--- src/rtl/pll_rst_pkg.sv ---
// -----------------------------------------------------------------------------
// pll_rst_pkg
// Shared definitions for the PLL reset sequencer:
//   - pll_rst_state_e : sequencer FSM state encoding
//   - default timing constants used as parameter defaults by the sequencer
//   - max_int()       : helper used to size the shared cycle counter
// -----------------------------------------------------------------------------
package pll_rst_pkg;

    typedef enum logic [1:0] {
        WAIT_LOCK = 2'd0,
        STABLE    = 2'd1,
        HOLD      = 2'd2,
        RUN       = 2'd3
    } pll_rst_state_e;

    localparam int PLL_SYNC_STAGES        = 2;
    localparam int PLL_LOCK_STABLE_CYCLES = 1024;
    localparam int PLL_HOLD_CYCLES        = 16;
    localparam int PLL_LOSS_CNT_W         = 8;

    function automatic int max_int(input int a, input int b);
        return (a > b) ? a : b;
    endfunction

endpackage

--- src/rtl/bit_sync.sv ---
// -----------------------------------------------------------------------------
// bit_sync
// N-flop single-bit synchronizer for an asynchronous input. All flops reset
// asynchronously to 0.
// Ports:
//   clk_i   : destination clock
//   rst_n_i : asynchronous active-low reset
//   d_i     : asynchronous input bit
//   q_o     : synchronized output (last flop of the chain)
// -----------------------------------------------------------------------------
module bit_sync #(
    parameter int N = 2
) (
    input  logic clk_i,
    input  logic rst_n_i,
    input  logic d_i,
    output logic q_o
);

    logic [N-1:0] sync_q;
    logic [N-1:0] sync_d;

    // Stage 0 captures the raw input, every later stage takes its predecessor.
    for (genvar gi = 0; gi < N; gi++) begin : g_stage
        if (gi == 0) begin : g_first
            assign sync_d[gi] = d_i;
        end else begin : g_rest
            assign sync_d[gi] = sync_q[gi-1];
        end
    end

    always_ff @(posedge clk_i or negedge rst_n_i) begin
        if (!rst_n_i) begin
            sync_q <= '0;
        end else begin
            sync_q <= sync_d;
        end
    end

    assign q_o = sync_q[N-1];

endmodule

--- src/rtl/pll_reset_sequencer.sv ---
// -----------------------------------------------------------------------------
// pll_reset_sequencer
// Generates a clean system reset from the PLL lock indication. Reset is
// released only after lock has been stable for LOCK_STABLE_CYCLES plus a
// HOLD_CYCLES hold period; a lock loss while running re-asserts reset and is
// recorded in a sticky flag and a saturating counter.
// Ports:
//   clk_i             : PLL output clock
//   rst_n_i           : asynchronous active-low reset
//   pll_locked_i      : PLL lock, asynchronous to clk_i
//   sw_reset_req_i    : single-cycle soft-reset request (acted on only in RUN)
//   clear_status_i    : single-cycle pulse clearing lock_lost_o
//   sys_rst_n_o       : registered active-low system reset
//   ready_o           : high while in RUN
//   lock_lost_o       : sticky, lock dropped while in RUN
//   lock_loss_count_o : saturating count of lock losses in RUN
// -----------------------------------------------------------------------------
module pll_reset_sequencer
    import pll_rst_pkg::*;
#(
    parameter int SYNC_STAGES        = PLL_SYNC_STAGES,
    parameter int LOCK_STABLE_CYCLES = PLL_LOCK_STABLE_CYCLES,
    parameter int HOLD_CYCLES        = PLL_HOLD_CYCLES,
    parameter int LOSS_CNT_W         = PLL_LOSS_CNT_W
) (
    input  logic                  clk_i,
    input  logic                  rst_n_i,
    input  logic                  pll_locked_i,
    input  logic                  sw_reset_req_i,
    input  logic                  clear_status_i,
    output logic                  sys_rst_n_o,
    output logic                  ready_o,
    output logic                  lock_lost_o,
    output logic [LOSS_CNT_W-1:0] lock_loss_count_o
);

    localparam int CNT_W = $clog2(max_int(LOCK_STABLE_CYCLES, HOLD_CYCLES)) + 1;
    localparam logic [CNT_W-1:0] STABLE_LAST = CNT_W'(LOCK_STABLE_CYCLES - 1);
    localparam logic [CNT_W-1:0] HOLD_LAST   = CNT_W'(HOLD_CYCLES - 1);

    logic locked_s;

    pll_rst_state_e        state_q, state_d;
    logic [CNT_W-1:0]      cnt_q, cnt_d;
    logic                  sys_rst_n_q, sys_rst_n_d;
    logic                  ready_q, ready_d;
    logic                  lock_lost_q, lock_lost_d;
    logic [LOSS_CNT_W-1:0] loss_cnt_q, loss_cnt_d;
    logic                  loss_event;

    bit_sync #(
        .N (SYNC_STAGES)
    ) u_lock_sync (
        .clk_i   (clk_i),
        .rst_n_i (rst_n_i),
        .d_i     (pll_locked_i),
        .q_o     (locked_s)
    );

    always_comb begin
        state_d    = state_q;
        cnt_d      = cnt_q;
        loss_event = 1'b0;

        case (state_q)
            WAIT_LOCK: begin
                cnt_d = '0;
                if (locked_s) begin
                    state_d = STABLE;
                end
            end
            STABLE: begin
                if (!locked_s) begin
                    state_d = WAIT_LOCK;
                    cnt_d   = '0;
                end else if (cnt_q == STABLE_LAST) begin
                    state_d = HOLD;
                    cnt_d   = '0;
                end else begin
                    cnt_d = cnt_q + CNT_W'(1);
                end
            end
            HOLD: begin
                if (!locked_s) begin
                    state_d = WAIT_LOCK;
                    cnt_d   = '0;
                end else if (cnt_q == HOLD_LAST) begin
                    state_d = RUN;
                    cnt_d   = '0;
                end else begin
                    cnt_d = cnt_q + CNT_W'(1);
                end
            end
            RUN: begin
                cnt_d = '0;
                // Lock loss outranks a soft reset arriving in the same cycle.
                if (!locked_s) begin
                    state_d    = WAIT_LOCK;
                    loss_event = 1'b1;
                end else if (sw_reset_req_i) begin
                    // Lock is already proven, so skip straight to the hold.
                    state_d = HOLD;
                end
            end
            default: begin
                state_d = WAIT_LOCK;
                cnt_d   = '0;
            end
        endcase

        // Outputs are registered from the next state so reset edges line up
        // with the state entering / leaving RUN.
        sys_rst_n_d = (state_d == RUN);
        ready_d     = (state_d == RUN);

        // A new loss wins over a clear in the same cycle.
        if (loss_event) begin
            lock_lost_d = 1'b1;
        end else if (clear_status_i) begin
            lock_lost_d = 1'b0;
        end else begin
            lock_lost_d = lock_lost_q;
        end

        if (loss_event && (loss_cnt_q != '1)) begin
            loss_cnt_d = loss_cnt_q + LOSS_CNT_W'(1);
        end else begin
            loss_cnt_d = loss_cnt_q;
        end
    end

    always_ff @(posedge clk_i or negedge rst_n_i) begin
        if (!rst_n_i) begin
            state_q     <= WAIT_LOCK;
            cnt_q       <= '0;
            sys_rst_n_q <= 1'b0;
            ready_q     <= 1'b0;
            lock_lost_q <= 1'b0;
            loss_cnt_q  <= '0;
        end else begin
            state_q     <= state_d;
            cnt_q       <= cnt_d;
            sys_rst_n_q <= sys_rst_n_d;
            ready_q     <= ready_d;
            lock_lost_q <= lock_lost_d;
            loss_cnt_q  <= loss_cnt_d;
        end
    end

    assign sys_rst_n_o       = sys_rst_n_q;
    assign ready_o           = ready_q;
    assign lock_lost_o       = lock_lost_q;
    assign lock_loss_count_o = loss_cnt_q;

endmodule

--- config.mk ---
export PLATFORM = sky130hd
export DESIGN_NAME = pll_reset_sequencer
export DESIGN_NICKNAME = d
export VERILOG_FILES = /design/src/rtl/pll_rst_pkg.sv /design/src/rtl/bit_sync.sv /design/src/rtl/pll_reset_sequencer.sv
export SDC_FILE = /design/constraint.sdc
export NUM_CORES = 1
export LEC_CHECK = 0
export ABC_AREA = 1
export CAP_MARGIN = 0
export CORE_UTILIZATION = 49
export CTS_CLUSTER_SIZE = 8
export DETAILED_ROUTE_END_ITERATION = 16
export PLACE_DENSITY_LB_ADDON = 0.2
export SLEW_MARGIN = 20
export SYNTH_ARGS = -nofsm -noshare
export SYNTH_HDL_FRONTEND = slang
export SYNTH_SLANG_ARGS = --single-unit
--- constraint.sdc ---
create_clock -name clk_i -period 1.4 [get_ports clk_i]
set_clock_uncertainty 0.15 [all_clocks]
set_input_delay 0.14 -clock clk_i [delete_from_list [all_inputs] [get_ports clk_i]]
set_output_delay 0.14 -clock clk_i [all_outputs]
set_load 0.01 [all_outputs]
* Yosys cells after proc, flatten, opt, wreduce, memory -nomap -nowiden
Cells that the tools add are included.
Word-level totals: register bits 25, bits in latches 0, memory bits (writable) 0, memory bits (read-only) 0, memories 0
Operators by class: add/sub/neg operators 2, multipliers 0, div/mod/pow operators 0, $lt $le $gt $ge 0, equality and inequality tests 7, shift operators 0, mux-type cells 17, bitwise logic cells 0, reduce and logical (&&, ||, !) cells 4
Operators by type and width (count):
- 11-bit two-way mux | 4
- 11-bit case mux with 3 select lines | 1
- 2-bit two-way mux | 7
- 11-bit by 1-bit adder with 11-bit output, second input constant | 1
- 11-bit by 10-bit equality test with 1-bit output, second input constant | 1
- 11-bit by 4-bit equality test with 1-bit output, second input constant | 1
- 8-bit by 1-bit adder with 8-bit output, second input constant | 1
- 8-bit inequality test, second input constant | 1
- 2-bit case mux with 4 select lines | 1
- 2-bit equality test, second input constant | 3
- 1-bit two-way mux | 4
- 2-bit by 1-bit equality test with 1-bit output, second input constant | 1
- 2-bit logical NOT | 1
- 2-bit nonzero test | 1
- 2-bit OR reduction | 1
- 1-bit logical AND | 1

* Depth between registers and ports, before layout
Gate-level depths: netlist of run 1.
depth after elaboration 5, depth in mapped cells 9, depth with buffers taken out 9

* By module
A second synthesis of run 1 with hierarchy kept.
Second synthesis, totals: cell total of the unflattened synthesis 162, area, all modules 1327.5 um^2
By module, submodules not included:
- pll_reset_sequencer | instances 1, cells an instance 160, area each 1277.5 um^2, seq. area each 575.6 um^2
- bit_sync | instances 1, cells an instance 2, area each 50.0 um^2, seq. area each 50.0 um^2

* Least setup slack after synthesis of run 1
Ideal clock, no wire load.
path kind register to register, start point register loss_cnt_q[0] (netlist: lock_loss_count_o[0]), end point register loss_cnt_q[3] (netlist: lock_loss_count_o[3]), setup time 120 ps, arrival 1210 ps, required time 1130 ps, path slack -80 ps, stages on the path, launching flop included 9, buffers on the path 1, period minus slack after synthesis 1480 ps, cell sequence dfrtp_1 -> ha_1 -> nand2_1 -> nor2_2 -> nand2_1 -> nand2_2 -> buf_6 -> o21ai_1 -> nand2_1
Between the ends: word-level cells in the longest chain between the ends 2, elaborated cells between the ends (all ways) 3, classes of those cells add/sub: 1; eq/ne: 1; reduce/logical: 1
RTL lines:
- start, declared | RTL line pll_reset_sequencer.sv:48 | logic [LOSS_CNT_W-1:0] loss_cnt_q, loss_cnt_d;
- start signal, assigned | RTL line pll_reset_sequencer.sv:146 | loss_cnt_q <= loss_cnt_d;
- branches (longest 2 deep; another with 8-bit by 1-bit adder with 8-bit output)
Parallel ways; which one is timed is not known. A chain may end at the register's enable or synchronous reset.

* Worst setup path after layout of run 1
start point register state_q[0], end point register cnt_q[10]
Between the ends: word-level cells in the longest chain between the ends 3, elaborated cells between the ends (all ways) 6, classes of those cells eq/ne: 3; mux: 1; reduce/logical: 2
RTL lines:
- start, declared | RTL line pll_reset_sequencer.sv:43 | pll_rst_state_e state_q, state_d;
- start signal, assigned | RTL line pll_reset_sequencer.sv:141 | state_q <= state_d;
- 2-bit equality test / 2-bit logical NOT (equally long branches) | RTL line pll_reset_sequencer.sv:65 | case (state_q)
- 2-bit OR reduction (no line)
- 11-bit case mux with 3 select lines * | RTL line pll_reset_sequencer.sv:65
- named net cnt_d[10] | RTL line pll_reset_sequencer.sv:44 | logic [CNT_W-1:0] cnt_q, cnt_d;
- end signal, assigned | RTL line pll_reset_sequencer.sv:142 | cnt_q <= cnt_d;
- end, declared | RTL line pll_reset_sequencer.sv:44
The timed path passes the listed nets; every way through them passes the cells marked *.

==> results of run 1 <==
## cells by family after synthesis
family,count (synthesis),share of synthesized area
xor gates and xnor gates,10,0.0678
buffers and inverters,22,0.0766
adders and majority gates,2,0.0194
DFF,25,0.484
AOI/OAI and AO/OA,10,0.0436
and+or+nand+nor,81,0.308
## how the worst min path moves through the flow
stage | to | slack (ps)
final | lock_loss_count_o[4]$_DFFE_PN0P_ | 9
after global routing | lock_loss_count_o[4]$_DFFE_PN0P_ | 40
after CTS | lock_lost_o$_DFFE_PN0P_ | 20
after detailed placement | u_lock_sync.sync_q[1]$_DFF_PN0_ | 200
after global placement | u_lock_sync.sync_q[1]$_DFF_PN0_ | 180
after floorplan | cnt_q[0]$_DFF_PN0_ | -310
## flip-flops by register name, summed over array words and instances (netlist names)
register and cells:
ready_o 1, u_lock_sync.sync_q 2, state_q 2, lock_lost_o 1
cnt_q 11, lock_loss_count_o 8
## cells in the final DEF, fill, tap and decap left out, types with 5 or more instances in the layout
master,Yosys,final
inv_1,17,16
buf_6,1,8
nand2_2,5,12
dlygate4sd2_1,0,7
nand2_1,39,25
nand3_1,10,7
buf_4,1,22
xor2_1,5,5
nand2_4,1,8
nor2_1,9,9
nor2_2,9,7
dfrtp_1,25,24
## cell type report
cell class,instances,area share
Timing Repair Buffer,45,0.200
Clock buffer,3,0.0120
Sequential cell,25,0.334
Tap cell,30,0.0200
Clock inverter,1,0.00399
Multi-Input combinational cell,103,0.385
Inverter,20,0.0453
## power breakdown
| part | leakage, uW | internal (uW) | switching (uW) |
|---|---|---|---|
| Clock | 0.0000139 | 109 | 230 |
| Combinational | 0.000580 | 52.0 | 62.4 |
| Sequential | 0.000340 | 734 | 13.0 |
| Total | 0.000934 | 895 | 305 |
## metrics by stage
stage	std cells	hold WS, ps	power (uW)	instance area (um^2)	utilization
2_1_floorplan	150	-306	800	1300	-
3_3_place_gp	207	183	840	1570	0.634
3_5_place_dp	207	202	843	1570	0.634
4_1_cts	223	19.7	1190	1800	0.727
5_1_grt	227	42.6	1250	1880	0.759
6_report	227	9.29	1200	1880	0.759
## worst max-delay path, delay by kind of cell, from the launching register on
family	cells	cell delay (ps)
AND/OR/NAND/NOR	3	520
AO/OA/AOI/OAI	1	150
buffers and inverters	1	160
flip-flops	1	440
## what timing repair did
| item | in CTS | in global routing |
|---|---|---|
| endpoints found under the setup margin | 30 | 27 |
| setup buffers | 12 | 4 |
| pin swaps | 9 | 11 |
| gates resized for setup | 44 | 22 |
## routing by layer
metal | vias up | GRT usage | routed length, um | part of all wire
met2 | 20 | 0.410 | 1590 | 0.54
li1 | 565 | - | - | -
met4 | 0 | 0.0789 | 110 | 0.037
met3 | 10 | 0.0259 | 71 | 0.024
met5 | - | 0 | 0 | 0
met1 | 519 | 0.273 | 1200 | 0.40
==> results_dict.tcl, run 1 <==
set metrics [dict create \
    crit_fanout 4 \
    endpoint_kind "flop" \
    globalRouteOverflowTotal 0 \
    synthCells 150 \
    io_pins 16 \
    slew_headroom 0.774 \
    r2r-end "cnt_q[10]$_DFF_PN0_" \
    hp-class "in2async" \
    clk_pin_slew_worst_paths_ps 140 \
    r2r_slack_ps -100 \
    rsz0062_at_grt "yes" \
    timing.fmax_ghz 0.669 \
    gp_congestion 0.814 \
    pre_cts_ws_ps -92.9 \
    setup_tns_ps -1190 \
    critPathKind "reg2reg" \
    grt_pass1_wl_mm 4.51 \
    yosysSeqAreaShare 0.484 \
    reg2reg_from "state_q[0]$_DFF_PN0_" \
    ys_ff_latch 25 \
    core.rowCount 18 \
    drv_slew 0 \
    firstDrtPassIters 4 \
    min_period_ps 1500 \
    vias 1114 \
    yosysWarningCount 0 \
    antennaDiodeCount 0 \
    grt_max_degree 26 \
    tightest_slew_ps 338 \
    yosysTopAreaCell "dfrtp_1" \
    synth.top_cell.area_share 0.484 \
    p_leak_uw 0.000934 \
    die-width_um 53.3 \
    fin_crit_sh 1.07 \
    cts-buffers-inserted 3 \
    slowest_delay_ps 440 \
    crit_slowest_cell "dfrtp_1" \
    synth_flop_cell "dfrtp_1" \
    cts_root_buf "clkbuf_4" \
    antenna_found_initial 0 \
    hold_violations 0 \
    cts_tree "yes" \
    cts_sinks 25 \
    viasPerCell 4.91 \
    synth_edf_count 0 \
    rr_worst_depth 5 \
    clkLatencyLatePin_ps 320 \
    crit_end "cnt_q[10]$_DFF_PN0_" \
    ys_async_sr_fraction 1.00 \
    initial_core_util 0.521 \
    finalNetCount 205 \
    clockBufferDepth 2 \
    layout-drive-gt1-share 0.442 \
    ant_nets 0 \
    wl_per_cell_um 13.1 \
    grt_pass1_vias 1040 \
    area_delta_synth_final_pct 45.5 \
    yosysMostFrequentCell "nand2_1" \
    hold_buffers 0 \
    synth_nets 157 \
    worstPathRequired_ps 1500 \
    die_area_um2 2840 \
    violations "setup timing" \
    drv_cap 0 \
    powerDensity_nw_per_um2 639 \
    path_cells "nand2_1 > nor2_1 > nand2_4 > buf_4 > a22oi_2" \
    drt_wl_total_mm 2.97 \
    syn_avg_cell_area_um2 8.61 \
    start_kind "flop" \
    fill_cells 169 \
    status "finished with violations" \
    yosysUniqueCellTypes 27 \
    dpl.hpwl_mm 1.76 \
    cp-startpoint "state_q[0]$_DFF_PN0_" \
    vdd_drop_max_mv 0.603 \
    finalSetupViolCount 19 \
    critPathArrivalTime_ps 1590 \
    synth_area_um2 1290 \
    grt_usage 0.227 \
    die_h_um 53.3 \
    drc 0 \
    regArea_um2 627 \
    multi_input_area_um2 723 \
    ys_top_cells_by_area "dfrtp_1 48%, nand2_1 11%, inv_1 4.9%, nor2_2 4.4%, nand3_1 3.9%" \
    portBuffers 15 \
    drt-initial-drc-count 9 \
    cts-htree-levels 1 \
    fin_ws_ps -95.5 \
    core-area_um2 2480 \
    synthTopCellsByCount "39 x nand2_1, 25 x dfrtp_1, 17 x inv_1, 10 x nand3_1" \
]
Note: power is estimated with default switching activity, not from simulation.
==> run 2, diff against run 1 <==
--- a/config.mk
+++ b/config.mk
@@ -11,6 +11,7 @@
 export CTS_CLUSTER_SIZE = 8
 export DETAILED_ROUTE_END_ITERATION = 16
 export PLACE_DENSITY_LB_ADDON = 0.2
+export SETUP_SLACK_MARGIN = 0.1
 export SLEW_MARGIN = 20
 export SYNTH_ARGS = -nofsm -noshare
 export SYNTH_HDL_FRONTEND = slang
==> run 2 against run 1 <==
- the flow still finishes with violations (setup timing)
- clock power grew 5%
- via count grew 5.7%
- sequential share of layout area decreased by 1.0 points
- final area increased by 3.6%
- critical path depth rose by 2
- combinational power increased by 4%
- cell count increased by 1.8%
- count of clock-buffer cells in the layout unchanged
- fmax grew 0.50%
- total power rose by 1.8%
- worst hold slack improved by 57 ps
- critical path type unchanged
- largest cell class unchanged
==> results_dict.tcl, run 2 (synthesis results as in run 1) <==
set metrics [dict create \
    status "finished with violations" \
    violations "setup timing" \
    rr_worst_depth 7 \
    vdd_drop_max_mv 0.626 \
    endpoint_kind "flop" \
    viasPerCell 5.10 \
    fill_cells 151 \
    wl_per_cell_um 13.8 \
    worstPathRequired_ps 1490 \
    fin_crit_sh 1.06 \
    crit_fanout 6 \
    min_period_ps 1490 \
    clockBufferDepth 2 \
    fin_cells 231 \
    p_comb_frac 0.096 \
    cts-buffers-inserted 3 \
    core.rowCount 18 \
    fin_area_um2 1950 \
    cts_sinks 25 \
    critPathArrivalTime_ps 1570 \
    cts_root_buf "clkbuf_4" \
    clk_pin_slew_worst_paths_ps 160 \
    worstHoldStart "pll_locked_i" \
    grt_usage 0.244 \
    tightest_slew_ps 319 \
    power.share.clock 0.292 \
    ant_nets 0 \
    layout-drive-gt1-share 0.488 \
    path_cells "nand2_1 > nor2_4 > nand4_4 > nand2_4 > nand2_4 > inv_8 > nor2_2" \
    crit_slowest_cell "dfrtp_1" \
    vias 1178 \
    reg2reg_from "cnt_q[6]$_DFF_PN0_" \
    powerDensity_nw_per_um2 627 \
    io_pins 16 \
    setup_tns_ps -869 \
    clkLatencyLatePin_ps 350 \
    top_register "cnt_q" \
    core-area_um2 2480 \
    layout_commonest_cell "nand2_1" \
    gp_congestion 0.829 \
    cts-htree-levels 1 \
    area_delta_synth_final_pct 50.8 \
    slew_headroom 0.787 \
    die-width_um 53.3 \
    fin_ws_ps -88.1 \
    path_buf_inv 1 \
    seqPwrFrac 0.612 \
    p_int_uw 895 \
    switchingPower_uw 327 \
    path_depth 7 \
    slowest_delay_ps 460 \
    globalRouteOverflowTotal 0 \
    largest_register_ffs 11 \
    drv_cap 0 \
    final_cell_mix "26 x nand2_1, 22 x dfrtp_1, 21 x buf_4" \
    critPathKind "reg2reg" \
    finalSetupViolCount 19 \
    post-place-cells 209 \
    p_sw_frac 0.268 \
    die_area_um2 2840 \
    drv_slew 0 \
    final_util 0.786 \
    finalPower_uw 1220 \
    antenna_found_initial 0 \
    hp-class "in2reg" \
    dpl.hpwl_mm 1.83 \
    p_leak_uw 0.000922 \
    initial_core_util 0.521 \
    die_h_um 53.3 \
    drt-initial-drc-count 15 \
    hold_violations 0 \
    start_kind "flop" \
    cp_top_family "simple AND/OR/NAND/NOR gates" \
    whs_path_depth 1 \
    drc 0 \
    grt_pass1_wl_mm 4.80 \
    antennaDiodeCount 0 \
    portBuffers 15 \
    rsz0062_at_grt "yes" \
    drt_wl_total_mm 3.18 \
    cts_tree "yes" \
    grt_pass1_vias 1136 \
    grt_max_degree 26 \
    firstDrtPassIters 4 \
    crit_top_cell "nand2_4" \
    finalNetCount 209 \
    timing.fmax_ghz 0.672 \
    place_area_um2 1610 \
    cp-startpoint "cnt_q[6]$_DFF_PN0_" \
]
run 2: power groups by stage:
stage	logic, uW	clock network [uW]	registers (uW)
5_1_grt	130	382	749
6_report	118	357	747
2_1_floorplan	43.4	0	760
4_1_cts	110	355	747
3_3_place_gp	82.8	0	760
3_5_place_dp	85.1	0	761
run 2: cell type report:
cell class,count,area [um^2],area share
clock buffer,3,22.5,0.0116
clock inverter,1,7.51,0.00386
timing repair buffer,49,433,0.222
multi-input combinational,103,734,0.377
inverter,20,82.6,0.0424
sequential,25,629,0.323
tap,30,37.5,0.0193
run 2: what timing repair did:
action,in CTS,in global routing
pin swaps,10,6
hold buffers,1,0
resized for setup,63,28
gates cloned,0,0
setup endpoints to repair,33,31
endpoints found under the hold margin,7,0
buffers inserted,12,6
run 2: worst paths after layout:
| check | to | slack [ps] |
|---|---|---|
| worst max-delay path | cnt_q[2]$_DFF_PN0_ | -90 |
| worst min-delay path | u_lock_sync.sync_q[0]$_DFF_PN0_ | 70 |
| worst max register to register | cnt_q[2]$_DFF_PN0_ | -90 |
| worst min register to register | u_lock_sync.sync_q[1]$_DFF_PN0_ | 240 |
| max in group asynchronous | cnt_q[2]$_DFF_PN0_ | 300 |
| min in group asynchronous | lock_loss_count_o[7]$_DFFE_PN0P_ | 520 |
run 2: worst register-to-register path, stage by stage (launching register included):
cell	delay (ps)
dfrtp_1	460
nand2_1	130
nor2_4	180
nand4_4	140
nand2_4	100
nand2_4	80
inv_8	90
nor2_2	30
run 2: metal layers:
metal | share of wire | track usage | wire length (um) | vias to the layer above
met5 | 0 | 0 | 0 | -
met2 | 0.55 | 0.421 | 1750 | 24
li1 | - | - | - | 572
met3 | 0.021 | 0.0402 | 68 | 9
met1 | 0.40 | 0.272 | 1260 | 573
met4 | 0.031 | 0.162 | 97 | 0
run 2: metrics by stage:
stage / hold slack, ps / setup slack (ps)
global route: 65.2 / -156
detailed placement: 193 / -81.2
global placement: 181 / -48.2
finish: 66.4 / -88.1
floorplan: -306 / -30.3
CTS: 79.8 / -62.1
